[config.mk]
export PLATFORM = sky130hd
export DESIGN_NAME = pipe_ctrl
export DESIGN_NICKNAME = d
export VERILOG_FILES = /design/src/rtl/pipe_ctrl_pkg.sv /design/src/rtl/pipe_ctrl_hazard_detect.sv /design/src/rtl/pipe_ctrl.sv
export SDC_FILE = /design/constraint.sdc
export NUM_CORES = 1
export LEC_CHECK = 0
export ABC_AREA = 1
export CAP_MARGIN = 30
export CORE_MARGIN = 2
export CORE_UTILIZATION = 30
export DETAILED_ROUTE_END_ITERATION = 10
export PLACE_DENSITY = 0.64
export REMOVE_ABC_BUFFERS = 1
export SLEW_MARGIN = 10
export SYNTH_ARGS = -nofsm -noshare
export SYNTH_HDL_FRONTEND = slang
export SYNTH_SLANG_ARGS = --single-unit
[constraint.sdc]
create_clock -name clk -period 2.6 [get_ports clk]
set_input_delay 0.39 -clock clk [delete_from_list [all_inputs] [get_ports clk]]
set_output_delay 0.39 -clock clk [all_outputs]
set_load 0.02 [all_outputs]
[src/rtl/pipe_ctrl_pkg.sv]
// Shared definitions for the pipeline stall controller: stall encodings,
// FSM state type, counter widths and a saturating increment helper.
package pipe_ctrl_pkg;

   localparam int unsigned CNT_W  = 6;
   localparam int unsigned PERF_W = 32;

   // Per pipeline register control: {downstream held, upstream held}
   localparam logic [1:0] STALL_LOAD   = 2'b00;
   localparam logic [1:0] STALL_BUBBLE = 2'b01;
   localparam logic [1:0] STALL_HOLD   = 2'b11;

   typedef enum logic [1:0] {
      ST_IDLE     = 2'd0,
      ST_MC_BUSY  = 2'd1,
      ST_MEM_WAIT = 2'd2
   } state_e;

   function automatic logic [PERF_W-1:0] sat_inc(input logic [PERF_W-1:0] v);
      return (&v) ? v : v + PERF_W'(1);
   endfunction

endpackage

[src/rtl/pipe_ctrl_hazard_detect.sv]
// Load-use hazard detection between the ID sources and the EX load destination.
module hazard_detect #(
   parameter int unsigned REG_AW = 5
) (
   input  logic [REG_AW-1:0] id_rs1,
   input  logic [REG_AW-1:0] id_rs2,
   input  logic              id_rs1_use,
   input  logic              id_rs2_use,
   input  logic              ex_is_load,
   input  logic [REG_AW-1:0] ex_reg_waddr,
   output logic              load_use_c
);

   // Register 0 is hardwired, so a load targeting it never creates a hazard
   always_comb begin
      load_use_c = ex_is_load && (ex_reg_waddr != '0) &&
                   ((id_rs1_use && (id_rs1 == ex_reg_waddr)) ||
                    (id_rs2_use && (id_rs2 == ex_reg_waddr)));
   end

endmodule

[src/rtl/pipe_ctrl.sv]
// Pipeline stall/flush controller: memory wait > multi-cycle EX > branch flush > load-use.
// Optional performance counters are built when PIPE_CTRL_PERF_EN is defined.
module pipe_ctrl
   import pipe_ctrl_pkg::*;
#(
   parameter int unsigned MC_MAX_CYCLES = 34,
   parameter int unsigned REG_AW        = 5
) (
   input  logic              clk,
   input  logic              rst_n,
   input  logic [REG_AW-1:0] id_rs1,
   input  logic [REG_AW-1:0] id_rs2,
   input  logic              id_rs1_use,
   input  logic              id_rs2_use,
   input  logic              ex_is_load,
   input  logic [REG_AW-1:0] ex_reg_waddr,
   input  logic              ex_mc_start,
   input  logic              ex_mc_done,
   input  logic              ex_branch_taken,
   input  logic              mem_req,
   input  logic              mem_ack,
   output logic              pc_hold,
   output logic [1:0]        stall_if_id,
   output logic [1:0]        stall_id_ex,
   output logic [1:0]        stall_ex_mem,
   output logic [1:0]        stall_mem_wb,
`ifdef PIPE_CTRL_PERF_EN
   output logic [PERF_W-1:0] perf_mem_stall,
   output logic [PERF_W-1:0] perf_mc_stall,
   output logic [PERF_W-1:0] perf_flush,
   output logic [PERF_W-1:0] perf_loaduse,
`endif
   output logic              mc_timeout
);

   localparam logic [CNT_W-1:0] CNT_LAST = CNT_W'(MC_MAX_CYCLES - 1);

   state_e           state;
   logic [CNT_W-1:0] busy_cnt;
   logic             load_use_c;
   logic             mem_wait_c;
   logic             mc_act_c;
   logic             flush_c;
   logic             lu_act_c;
   logic             h_if, h_id, h_ex, h_mem;

   hazard_detect #(.REG_AW(REG_AW)) u_hazard (
      .id_rs1       (id_rs1),
      .id_rs2       (id_rs2),
      .id_rs1_use   (id_rs1_use),
      .id_rs2_use   (id_rs2_use),
      .ex_is_load   (ex_is_load),
      .ex_reg_waddr (ex_reg_waddr),
      .load_use_c   (load_use_c)
   );

   // Operation tracking; a memory wait inside MC_BUSY does not disturb the count
   always_ff @(posedge clk or negedge rst_n) begin
      if (!rst_n) begin
         state      <= ST_IDLE;
         busy_cnt   <= '0;
         mc_timeout <= 1'b0;
      end else begin
         case (state)
            ST_IDLE: begin
               if (mem_req && !mem_ack) begin
                  state <= ST_MEM_WAIT;
               end else if (ex_mc_start && !ex_mc_done) begin
                  state    <= ST_MC_BUSY;
                  busy_cnt <= '0;
               end
            end
            ST_MEM_WAIT: begin
               if (mem_ack) state <= ST_IDLE;
            end
            ST_MC_BUSY: begin
               busy_cnt <= busy_cnt + CNT_W'(1);
               if (ex_mc_done) begin
                  state <= ST_IDLE;
               end else if (busy_cnt == CNT_LAST) begin
                  state      <= ST_IDLE;
                  mc_timeout <= 1'b1;
               end
            end
            default: state <= ST_IDLE;
         endcase
      end
   end

   // Priority mux; a masked branch stays asserted upstream and wins once stalls clear
   always_comb begin
      mem_wait_c = 1'b0;
      mc_act_c   = 1'b0;
      flush_c    = 1'b0;
      lu_act_c   = 1'b0;
      h_if       = 1'b0;
      h_id       = 1'b0;
      h_ex       = 1'b0;
      h_mem      = 1'b0;
      if (rst_n) begin
         if (mem_req && !mem_ack) begin
            mem_wait_c = 1'b1;
         end else if (!ex_mc_done &&
                      ((state == ST_MC_BUSY) || ((state == ST_IDLE) && ex_mc_start))) begin
            mc_act_c = 1'b1;
         end else if (ex_branch_taken) begin
            flush_c = 1'b1;
         end else if (load_use_c) begin
            lu_act_c = 1'b1;
         end
      end
      h_if  = mem_wait_c | mc_act_c | lu_act_c;
      h_id  = mem_wait_c | mc_act_c | lu_act_c;
      h_ex  = mem_wait_c | mc_act_c;
      h_mem = mem_wait_c;
      pc_hold      = h_if;
      stall_if_id  = flush_c ? STALL_BUBBLE : {h_id, h_if};
      stall_id_ex  = flush_c ? STALL_BUBBLE : {h_ex, h_id};
      stall_ex_mem = {h_mem, h_ex};
      stall_mem_wb = {1'b0, h_mem};
   end

`ifdef PIPE_CTRL_PERF_EN
   always_ff @(posedge clk or negedge rst_n) begin
      if (!rst_n) begin
         perf_mem_stall <= '0;
         perf_mc_stall  <= '0;
         perf_flush     <= '0;
         perf_loaduse   <= '0;
      end else begin
         if (mem_wait_c) perf_mem_stall <= sat_inc(perf_mem_stall);
         if (mc_act_c)   perf_mc_stall  <= sat_inc(perf_mc_stall);
         if (flush_c)    perf_flush     <= sat_inc(perf_flush);
         if (lu_act_c)   perf_loaduse   <= sat_inc(perf_loaduse);
      end
   end
`endif

endmodule

==> impl_metrics.json <==
{
  "hold_class": "flop to flop",
  "rsz0062_at_grt": "false",
  "reg2regPathDepth": 4,
  "crit_type": "input port to output port",
  "synth-seq-cells": 9,
  "num_antenna_cells": 0,
  "drv_slew": 0,
  "yosysTopAreaCell": "dfrtp_1",
  "crit_chain": "clkdlybuf4s50_1 > inv_1 > nand2_1 > nand2_1 > nor2_1 > nand3_1 > nand2_1 > nand2_1 > nand2_1 > clkdlybuf4s50_1",
  "drtPass1Iterations": 4,
  "vias_per_cell": 4.45,
  "hold_path_depth": 1,
  "pre_cts_ws_ns": 0.0856,
  "crit_fanout": 3,
  "fin_cells": 203,
  "fmax_mhz": 402,
  "min_period_over_period": 0.958,
  "yosysWarnings": 0,
  "required_ns": 2.21,
  "gp_congestion": 0.796,
  "area_growth_pct": 46.3,
  "p_per_area_nw_per_um2": 428,
  "synth_area_leaders": "dfrtp_1 28%, nand2_1 21%, inv_1 14%",
  "grt_pass1_wl_mm": 3.49,
  "hold_violations": 0,
  "die-area_sq_um": 3140,
  "grt_max_degree": 8,
  "route.detailed.drc": 0,
  "cts_buffer_depth": 2,
  "drt_wl_total_mm": 2.01,
  "clk_latency_ns": 0.26,
  "setup-tns-final_ns": 0,
  "post_cts_buffers": 0,
  "initial_utilization": 0.322,
  "finish.net_count": 201,
  "timing.hold.ws_ns": 0.479,
  "fp.dieW_um": 56.1,
  "die_h_um": 56.1,
  "std_cell_rows": 18,
  "ys_seq_area_frac": 0.277,
  "p_leak_nw": 0.683,
  "ctsHtreeMaxLevel": 1,
  "timing.final.crit_period_ns": 2.49,
  "netlist_instances": 139,
  "syn_area_sq_um": 813,
  "cts_root_buffer": "clkbuf_4",
  "pin_count": 35,
  "ant_nets": 0,
  "ir_worst_vdd_mv": 0.315,
  "setup_viol": 0,
  "antenna_found_initial": 0,
  "cts_tree": "done",
  "fin_ws_ns": 0.110,
  "slowest_delay_ns": 0.60,
  "post-dp-hpwl_mm": 1.66,
  "path_clk_slew_ns": 0.06,
  "fin_util": 0.472,
  "fin_worst_skew_ns": 0.00292,
  "drive_above_1_share": 0.0636,
  "drt_iter0_markers": 18,
  "final_common_cell": "nand2_1",
  "synth_cell_types": 20,
  "cts_sinks": 9,
  "worstPathArrival_ns": 2.10,
  "core_area_sq_um": 2520,
  "crit_slowest_cell": "clkdlybuf4s50_1",
  "numPortBuffers": 33,
  "start_kind": "input port",
  "cts_buffers": 3,
  "dp.cells": 199,
  "yosys.area.top_type_share": 0.277,
  "vias": 903,
  "cts_hold_buf": 0,
  "wire_per_inst_um": 9.90,
  "grt_pass1_vias": 820,
  "synth_area_per_cell_sq_um": 5.85,
  "drv_cap": 0,
  "fillerInstances": 277,
  "grt_use_total": 0.138,
  "path_common_cell": "nand2_1",
  "status": "complete, no violations",
  "ctsResizeCount": 0,
  "overflow": 0,
  "final_cell_mix": "46 x nand2_1, 31 x inv_1, 31 x clkdlybuf4s50_1",
  "end_kind": "output port"
}
==> path summary, 6_finish.rpt <==
kind / startpoint / to / slack, ns
max: ex_reg_waddr[2] / pc_hold / 0.11
min: mc_timeout / mc_timeout / 0.48
max reg2reg: busy_cnt[0] / busy_cnt[2] / 1.38
min reg2reg: mc_timeout / mc_timeout / 0.48
max in group asynchronous: rst_n / mc_timeout / 1.88
min in group asynchronous: rst_n / busy_cnt[2] / 0.60
==> flip-flops by register name, summed over array words and instances (netlist names) <==
register,cells
busy_cnt,6
mc_timeout,1
state,2
==> cell families after synthesis <==
kind of cell | Yosys count | share of synthesized area
flops | 9 | 0.277
other cells | 1 | 0.00461
compound gates | 13 | 0.0877
xor+xnor | 2 | 0.0215
fa+ha+maj | 2 | 0.0308
buf+inv | 37 | 0.194
simple gates | 75 | 0.385
==> power breakdown <==
group	internal, mW	switching (mW)
sequential	0.166	0.0328
combinational	0.0994	0.103
clock	0.0592	0.0495
==> cell usage after synthesis <==
library cell,number
nand4_1,3
nor4_1,1
a21oi_1,1
inv_2,1
inv_1,31
dfrtp_1,9
nand2_1,46
or2_2,1
o21ai_1,3
ha_1,2
conb_1,1
o31ai_1,1
o21bai_1,1
nand3_1,7
nor2_2,4
nor2_1,13
o21ai_0,6
o22ai_1,1
buf_4,5
xor2_1,2
==> critical path: cells and delay by family <==
family	cells	cell delay, ns
buffers and inverters	3	1.20
AND/OR/NAND/NOR	7	0.51
==> routing by layer <==
layer,vias to the layer above,GRT usage,share of wire
met5,-,0,0
met4,0,0.0714,0.021
met3,4,0.0209,0.055
met2,25,0.235,0.46
met1,395,0.166,0.46
li1,479,-,-
==> final cells by class <==
| class | instances | area, sq um | share of cell area |
|---|---|---|---|
| multi-input cells | 93 | 430 | 0.362 |
| clock buffers | 4 | 26.3 | 0.0221 |
| well taps | 30 | 37.5 | 0.0315 |
| inverters | 32 | 120 | 0.101 |
| flip-flops and latches | 9 | 225 | 0.189 |
| repair buffers | 35 | 350 | 0.294 |
==> stage by stage <==
step           cell area, sq um  power [mW]
3_5_place_dp               1160       0.405
3_3_place_gp               1160       0.401
4_1_cts                    1180       0.517
2_1_floorplan               776       0.310
6_report                   1190       0.510
5_1_grt                    1190       0.557
Power figures use the tool's default switching activity.
